**src/rtl/uart_top.sv**
```systemverilog
// Memory-mapped 8N1 UART: DATA register at 0x8, STATUS at 0xC.
// Transmitter and receiver run independently from clk_bus.
module uart_top #(
  parameter int CLKS_PER_BIT = 434
) (
  input  logic        clk_bus,
  input  logic        rst,
  input  logic [3:0]  bus_address,
  input  logic [31:0] bus_data_i,
  input  logic        bus_read,
  input  logic        bus_write,
  output logic [31:0] bus_data_o,
  output logic        txd,
  input  logic        rxd
);

  localparam logic [3:0]  ADDR_DATA   = 4'h8;
  localparam logic [3:0]  ADDR_STATUS = 4'hC;
  localparam logic [15:0] BIT_LAST    = 16'(CLKS_PER_BIT - 1);
  localparam logic [15:0] HALF_LAST   = 16'(CLKS_PER_BIT / 2 - 1);

  typedef enum logic [1:0] {TX_IDLE, TX_START, TX_DATA, TX_STOP} tx_state_t;
  typedef enum logic [1:0] {RX_IDLE, RX_START, RX_DATA, RX_STOP} rx_state_t;

  tx_state_t   tx_state, tx_state_n;
  logic [15:0] tx_cnt, tx_cnt_n;
  logic [2:0]  tx_bit, tx_bit_n;
  logic [7:0]  tx_shift, tx_shift_n;
  logic        txd_n;
  logic        tx_ready;
  logic        tx_accept;

  rx_state_t   rx_state, rx_state_n;
  logic [15:0] rx_cnt, rx_cnt_n;
  logic [2:0]  rx_bit, rx_bit_n;
  logic [7:0]  rx_shift, rx_shift_n;
  logic        rx_s1, rx_s2, rx_prev;
  logic        rx_done;
  logic        rx_valid, rx_valid_n;
  logic [7:0]  rx_byte, rx_byte_n;
  logic        data_read;

  // Only the low byte of a write is meaningful.
  logic [23:0] unused_write_bits;
  assign unused_write_bits = bus_data_i[31:8];

  assign tx_ready  = (tx_state == TX_IDLE);
  assign tx_accept = bus_write && (bus_address == ADDR_DATA) && tx_ready;
  assign data_read = bus_read && (bus_address == ADDR_DATA);

  always_comb begin
    bus_data_o = 32'h0;
    if (bus_read) begin
      case (bus_address)
        ADDR_DATA:   bus_data_o = {24'h0, rx_byte};
        ADDR_STATUS: bus_data_o = {30'h0, rx_valid, tx_ready};
        default:     bus_data_o = 32'h0;
      endcase
    end
  end

  always_ff @(posedge clk_bus) begin
    if (rst) begin
      tx_state <= TX_IDLE;
      tx_cnt   <= '0;
      tx_bit   <= '0;
      tx_shift <= '0;
      txd      <= 1'b1;
    end else begin
      tx_state <= tx_state_n;
      tx_cnt   <= tx_cnt_n;
      tx_bit   <= tx_bit_n;
      tx_shift <= tx_shift_n;
      txd      <= txd_n;
    end
  end

  // txd_n is the line level for the bit being entered, so txd stays a clean flop output.
  always_comb begin
    tx_state_n = tx_state;
    tx_cnt_n   = tx_cnt + 16'd1;
    tx_bit_n   = tx_bit;
    tx_shift_n = tx_shift;
    txd_n      = txd;
    case (tx_state)
      TX_IDLE: begin
        tx_cnt_n = '0;
        txd_n    = 1'b1;
        if (tx_accept) begin
          tx_state_n = TX_START;
          tx_shift_n = bus_data_i[7:0];
          txd_n      = 1'b0;
        end
      end
      TX_START: begin
        if (tx_cnt == BIT_LAST) begin
          tx_state_n = TX_DATA;
          tx_cnt_n   = '0;
          tx_bit_n   = '0;
          txd_n      = tx_shift[0];
        end
      end
      TX_DATA: begin
        if (tx_cnt == BIT_LAST) begin
          tx_cnt_n = '0;
          if (tx_bit == 3'd7) begin
            tx_state_n = TX_STOP;
            txd_n      = 1'b1;
          end else begin
            tx_bit_n   = tx_bit + 3'd1;
            tx_shift_n = {1'b0, tx_shift[7:1]};
            txd_n      = tx_shift[1];
          end
        end
      end
      TX_STOP: begin
        if (tx_cnt == BIT_LAST) begin
          tx_state_n = TX_IDLE;
          tx_cnt_n   = '0;
          txd_n      = 1'b1;
        end
      end
      default: begin
        tx_state_n = TX_IDLE;
        txd_n      = 1'b1;
      end
    endcase
  end

  always_ff @(posedge clk_bus) begin
    if (rst) begin
      rx_s1    <= 1'b1;
      rx_s2    <= 1'b1;
      rx_prev  <= 1'b1;
      rx_state <= RX_IDLE;
      rx_cnt   <= '0;
      rx_bit   <= '0;
      rx_shift <= '0;
      rx_valid <= 1'b0;
      rx_byte  <= '0;
    end else begin
      rx_s1    <= rxd;
      rx_s2    <= rx_s1;
      rx_prev  <= rx_s2;
      rx_state <= rx_state_n;
      rx_cnt   <= rx_cnt_n;
      rx_bit   <= rx_bit_n;
      rx_shift <= rx_shift_n;
      rx_valid <= rx_valid_n;
      rx_byte  <= rx_byte_n;
    end
  end

  // START waits half a bit, after which every full-bit count lands on a bit centre.
  always_comb begin
    rx_state_n = rx_state;
    rx_cnt_n   = rx_cnt + 16'd1;
    rx_bit_n   = rx_bit;
    rx_shift_n = rx_shift;
    rx_done    = 1'b0;
    case (rx_state)
      RX_IDLE: begin
        rx_cnt_n = '0;
        if (rx_prev && !rx_s2) rx_state_n = RX_START;
      end
      RX_START: begin
        if (rx_cnt == HALF_LAST) begin
          rx_cnt_n   = '0;
          rx_bit_n   = '0;
          rx_state_n = rx_s2 ? RX_IDLE : RX_DATA;
        end
      end
      RX_DATA: begin
        if (rx_cnt == BIT_LAST) begin
          rx_cnt_n   = '0;
          rx_shift_n = {rx_s2, rx_shift[7:1]};
          if (rx_bit == 3'd7) rx_state_n = RX_STOP;
          else                rx_bit_n   = rx_bit + 3'd1;
        end
      end
      RX_STOP: begin
        if (rx_cnt == BIT_LAST) begin
          rx_cnt_n   = '0;
          rx_state_n = RX_IDLE;
          rx_done    = rx_s2;
        end
      end
      default: rx_state_n = RX_IDLE;
    endcase
  end

  // A completing byte takes priority over a simultaneous DATA read.
  always_comb begin
    rx_valid_n = rx_valid;
    rx_byte_n  = rx_byte;
    if (data_read) rx_valid_n = 1'b0;
    if (rx_done) begin
      rx_valid_n = 1'b1;
      rx_byte_n  = rx_shift;
    end
  end

endmodule

```
**config.mk**
```make
export PLATFORM = sky130hd
export DESIGN_NAME = uart_top
export DESIGN_NICKNAME = d
export VERILOG_FILES = /design/src/rtl/uart_top.sv
export SDC_FILE = /design/constraint.sdc
export NUM_CORES = 1
export LEC_CHECK = 0
export CAP_MARGIN = 15
export CORE_AREA = 2 2 94 96
export DETAILED_ROUTE_END_ITERATION = 12
export DIE_AREA = 0 0 96 98
export MAX_ROUTING_LAYER = met4
export PLACE_DENSITY_LB_ADDON = 0.1
export SLEW_MARGIN = 30
export SYNTH_ARGS = -nofsm -noshare
export SYNTH_HDL_FRONTEND = slang
export SYNTH_SLANG_ARGS = --single-unit
```
**constraint.sdc**
```tcl
create_clock -name clk_bus -period 3.3 [get_ports clk_bus]
set_input_delay 0.33 -clock clk_bus [delete_from_list [all_inputs] [get_ports clk_bus]]
set_output_delay 0.33 -clock clk_bus [all_outputs]
set_load 0.01 [all_outputs]
```
==> results of run 1 <==
cell usage after synthesis (all sizes together) (9+ instances only):
library cell and number:
ha 13, nor4 11, dfxtp 71, nor3 19, nand3 32, and2 9, clkbuf 12, buf 36
nand2 15, and3 9, o21ai 28, a21oi 29, nand4 13, nor2 23, xor2 18
where the power goes:
part | internal (mW) | total [mW] | switching (mW)
sequential | 0.890 | 0.911 | 0.0210
clock | 0.520 | 0.847 | 0.327
combinational | 0.0993 | 0.255 | 0.156
total | 1.51 | 2.01 | 0.504
path summary, 6_finish.rpt:
check / startpoint / slack, ns / to / cells after the start
max: tx_state[0] / 0.97 / tx_shift[7] / 6
min: rst / 0.36 / tx_bit[1] / 2
max reg2reg: tx_state[0] / 0.97 / tx_shift[7] / 6
min reg2reg: rx_s1 / 0.41 / rx_s2 / 1
stage by stage:
| step | instances | power [mW] |
|---|---|---|
| global route | 546 | 2.11 |
| finish | 546 | 2.01 |
| CTS | 546 | 2.04 |
| detailed placement | 530 | 1.18 |
| global placement | 530 | 1.18 |
| floorplan | 444 | 1.14 |
critical path: stages (launching register included):
cell and delay [ns]:
dfxtp_1 0.34, inv_1 0.11, ha_1 0.54, inv_1 0.26
a41oi_1 0.65, o31ai_1 0.18, a21oi_1 0.17
flip-flops by register name, summed over array words and instances, names as in the netlist, named ones only:
signal,flops
rx_cnt,16
tx_cnt,16
rx_byte,8
rx_shift,8
tx_shift,8
rx_bit,3
tx_bit,3
tx_state,2
rx_prev,1
rx_s1,1
rx_s2,1
rx_state,1
rx_valid,1
txd,1
layer usage:
metal	vias to the layer above	wire length, um	global-route usage [%]
li1	1493	-	-
met1	1360	3650	22.7
met2	46	3390	24.6
met3	7	250	3.24
met4	0	72	7.47
met5	-	0	-
final cells by class:
| cell class | count | area [um2] | share of cell area (%) |
|---|---|---|---|
| sequential | 71 | 1420 | 34.4 |
| timing repair buffer | 26 | 253 | 6.12 |
| clock inverter | 6 | 108 | 2.61 |
| tap | 108 | 135 | 3.27 |
| inverter | 8 | 30.0 | 0.728 |
| clock buffer | 10 | 138 | 3.34 |
| multi-input combinational | 317 | 2040 | 49.5 |
cell families (layout without fill, tap and decap cells):
family | count (synthesis) | in the layout
AO/OA/AOI/OAI | 81 | 81
XOR/XNOR | 22 | 22
adder cells (fa/ha/maj) | 13 | 13
buffers and inverters | 56 | 50
flip-flops | 71 | 71
multiplexers | 13 | 13
other | 1 | 24
AND/OR/NAND/NOR | 164 | 164
==> summary.md, run 1 <==
| Metric | Value |
|---|---|
| Initial drt markers | 158 |
| Total negative slack | 0 ns |
| Area share of the largest cell type after synthesis | 38.4% |
| CTS Buf Count | 9 |
| Port bufs | 25 |
| Critical path capture point type | flop |
| Area share of fa/ha/maj cells after synthesis | 4.39% |
| DRC violations left | 0 |
| CTS tree | done |
| Syn. warnings | 0 |
| Top post-synthesis cells by area | dfxtp_1 (38%), buf_4 (5.7%), ha_1 (4.4%), nand3_1 (4.3%), xor2_1 (4.3%) |
| Synth async-reset ratio | 0% |
| Netlist area before placement | 3710 um2 |
| Final nets | 487 |
| DP HPWL | 5.02 mm |
| Gate Count Post-Synth | 421 |
| Register area share after synthesis | 38.4% |
| Fin crit period | 2.33 ns |
| Synth area leader | dfxtp_1 |
| Clk slew on worst S/H paths | 0.08 ns |
| Dpl ws | 0.971 ns |
| Area post-placement | 3880 um2 |
| Cell area after layout | 4130 um2 |
| Commonest cells after routing, fill and taps aside | dfxtp_1 (71), nand3_1 (32), a21oi_1 (29), o21ai_0 (27) |
| Clock Root Buffer | clkbuf_8 |
| Post-CTS setup buffers | 0 |
| Post-synthesis mux area share | 3.78% |
| Leakage | 1.48 nW |
| Worst-Margin Slew | 0.752 ns |
| Ant. Diodes | 0 |
| GRT Resource Usage Total | 16.9% |
| Commonest non-fill, non-tap cell in the layout | dfxtp_1 |
| Pin count of the biggest net entering global routing | 43 |
| Netlist cell types | 51 |
| Fill cells | 842 |
| Status | finished clean |
| Main combinational cell family by area after synthesis | simple AND/OR/NAND/NOR gates |
| Main flop type after synthesis | dfxtp_1 |
| Peak supply drop | 0.000190 V |
| Post-cts resize count | 0 |
| Routed len/inst | 13.5 um |
| Hold-fix buffers, CTS | 0 |
| Initial antenna violation count | 0 |
| DR vias/cell | 5.32 |
| CP Data Arrival Time | 2.61 ns |
| Final hold vios | 0 |
| Total of max-cap violations | 0 |
| Slew headroom | 49.2% |
| Clock buffer depth | 2 |
| Synth Area in Simple Gates | 25.9% |
| Fmax | 0.429 GHz |
| Worst Path Required | 3.58 ns |
| Die width | 96 um |
| Die height | 98 um |
| Post-Synth XOR/XNOR Area | 5.20% |
| Core Rows | 34 |
| Final Wtd Congestion | 0.786 |
| Worst skew pair latency | 0.35 ns |
| Setup ws final | 0.970 ns |
| Critical path launch point type | flop |
| Layout cell share with drive strength beyond 1 | 9.13% |
| Worst hold slack | 0.361 ns |
| CTS H-tree depth | 3 |
| Clock sink total | 71 |
| Max-slew violation count | 0 |
| Syn avg cell area | 8.80 um2 |
| CORE AREA | 8470 um2 |
| HP Class | input port to flop |
| Crit-path max FO | 15 |
| Synth Register Bits | 71 |
| Vias | 2906 |
| GRT overflow | 0 |
| Die ar. | 9410 um2 |
| Fin crit share | 70.6% |
| Crit path kind | flop to flop |
| Via count of the first global-routing pass | 2677 |
| Post-synthesis compound-gate area fraction | 13.4% |
| First-pass GRT wire length | 12.5 mm |
| Area Growth Syn to Fin | 11.3% |
| # setup viols final | 0 |
| ANT nets after route | 0 |
| Final Skew | 0.00899 ns |
| Ports | 74 |
| EDFF count, synth | 0 |
| Power density over the cells | 488 nW/um2 |
| Final core occ | 48.7% |
| Unrepaired setup endpoints after global routing | false |
| Pre-antenna DRT Iters | 5 |
| Post-Route WL | 7.37 mm |
| Initial Util | 43.8% |
Note: power is estimated with default switching activity, not from simulation.
==> run 2: changes to the inputs <==
- clock period: 3.3 -> 2.1 ns (I/O delays scaled with it)
==> run 2 against run 1 <==
  * Routed wire length up 2.0%
  * Via count up 2.0%
  * Utilization up 1.1 points
  * Clock power up 49%
  * Sequential share of layout area down 0.79 points
  * Critical endpoint is now tx_bit[2]
  * Non-clock buffer count up 11
  * Highest routed layer unchanged
  * Die area unchanged
  * Critical path type unchanged
  * Combinational power up 69%
==> summary.md, run 2 (same netlist as run 1, synthesis figures left out) <==
| Metric | Value |
|---|---|
| Status | finished clean |
| Design internal power | 2.31 mW |
| Clock Root Buffer | clkbuf_8 |
| Worst-Margin Slew | 0.624 ns |
| Max-slew violation count | 0 |
| Commonest non-fill, non-tap cell in the layout | dfxtp_1 |
| Crit-path max FO | 11 |
| Worst hold slack | 0.263 ns |
| Via count of the first global-routing pass | 2866 |
| Initial antenna violation count | 0 |
| Port bufs | 25 |
| Initial Util | 43.8% |
| Die width | 96 um |
| # setup viols final | 0 |
| Core Rows | 34 |
| Final Skew | 0.00667 ns |
| Power density over the cells | 738 nW/um2 |
| Post-CTS setup buffers | 0 |
| Initial drt markers | 103 |
| Fin crit share | 94.8% |
| Critical path launch point type | flop |
| Clock group share of total power | 40.3% |
| CTS H-tree depth | 3 |
| Routed len/inst | 13.5 um |
| Peak supply drop | 0.000289 V |
| CORE AREA | 8470 um2 |
| Seq pwr share | 45.9% |
| P_sw | 809 uW |
| DRC violations left | 0 |
| Clock sink total | 71 |
| Comb power frac | 13.8% |
| Worst Path Required | 2.38 ns |
| GRT overflow | 0 |
| First-pass GRT wire length | 13.1 mm |
| DR vias/cell | 5.32 |
| Fin crit period | 1.99 ns |
| Hold-fix buffers, CTS | 0 |
| Power Total | 3.12 mW |
| Leakage | 1.52 nW |
| Pre-antenna DRT Iters | 6 |
| Die ar. | 9410 um2 |
| Worst skew pair latency | 0.34 ns |
| Crit path kind | flop to flop |
| CTS Buf Count | 9 |
| CP Data Arrival Time | 2.27 ns |
| Total of max-cap violations | 0 |
| Ant. Diodes | 0 |
| Clk slew on worst S/H paths | 0.08 ns |
| GRT Resource Usage Total | 17.9% |
| Post-Route WL | 7.52 mm |
| Switching Fraction | 25.9% |
| Area Growth Syn to Fin | 13.9% |
| ANT nets after route | 0 |
| Pin count of the biggest net entering global routing | 23 |
| DP HPWL | 5.17 mm |
| HP Class | input port to flop |
| Fmax | 0.502 GHz |
| Layout cell share with drive strength beyond 1 | 12.0% |
| CTS tree | done |
| Top Registers | rx_cnt: 16 flops, tx_cnt: 16 flops |
| Clock buffer depth | 2 |
| Critical path capture point type | flop |
| Vias | 2965 |
| Slew headroom | 58.3% |
| Final nets | 498 |
| Post-cts resize count | 0 |
| Die height | 98 um |
| Final hold vios | 0 |
| Final Wtd Congestion | 0.796 |
| Commonest cells after routing, fill and taps aside | dfxtp_1 (71), nand3_1 (32), a21oi_1 (29), o21ai_0 (27) |
| Ports | 74 |
-- run 2: per-stage QoR --
| stage | worst slack [ns] | cells | instance area, um2 | setup TNS, ns | utilization (%) |
|---|---|---|---|---|---|
| after global routing | -0.0190 | 557 | 4220 | -0.0190 | 49.9 |
| final | 0.109 | 557 | 4220 | 0 | 49.9 |
| after CTS | 0.00645 | 557 | 4200 | 0 | 49.6 |
| after global placement | 0.0803 | 541 | 3960 | 0 | 46.8 |
| after floorplan | 0.389 | 444 | 3790 | 0 | - |
| after detailed placement | 0.0375 | 541 | 3960 | 0 | 46.8 |
-- run 2: worst max-delay path, stage by stage, from the launching register on --
cell and delay (ns):
dfxtp_1 0.40, ha_1 0.18, nor3b_1 0.39, nand4_1 0.15
buf_4 0.20, or4b_1 0.47, a21oi_1 0.14
-- run 2: metal layers --
| metal | global-route usage, % | up-vias | wire [um] |
|---|---|---|---|
| li1 | - | 1516 | - |
| met1 | 23.0 | 1383 | 3680 |
| met2 | 27.2 | 56 | 3470 |
| met3 | 4.94 | 10 | 252 |
| met4 | 5.49 | 0 | 114 |
| met5 | - | - | 0 |
-- run 2: power groups by stage --
stage	Clock [mW]	Sequential [mW]	Combinational, mW
after floorplan	0	1.45	0.331
after global placement	0	1.46	0.411
after detailed placement	0	1.46	0.415
after CTS	1.29	1.43	0.416
after global routing	1.36	1.44	0.479
final	1.26	1.43	0.430
-- run 2: final cells by class --
type	instances	area (um2)
Inverter	8	30.0
Timing Repair Buffer	37	335
Tap cell	108	135
Multi-Input combinational cell	317	2070
Fill cell	845	4240
Sequential cell	71	1420
Clock inverter	5	80.1
Clock buffer	11	151
-- run 2: final timing paths --
check | startpoint | end | slack, ns | depth (start not counted)
max reg2reg | tx_cnt[0] | tx_bit[2] | 0.11 | 6
max | tx_cnt[0] | tx_bit[2] | 0.11 | 6
min reg2reg | rx_s1 | rx_s2 | 0.41 | 1
min | rst | tx_bit[2] | 0.26 | 2
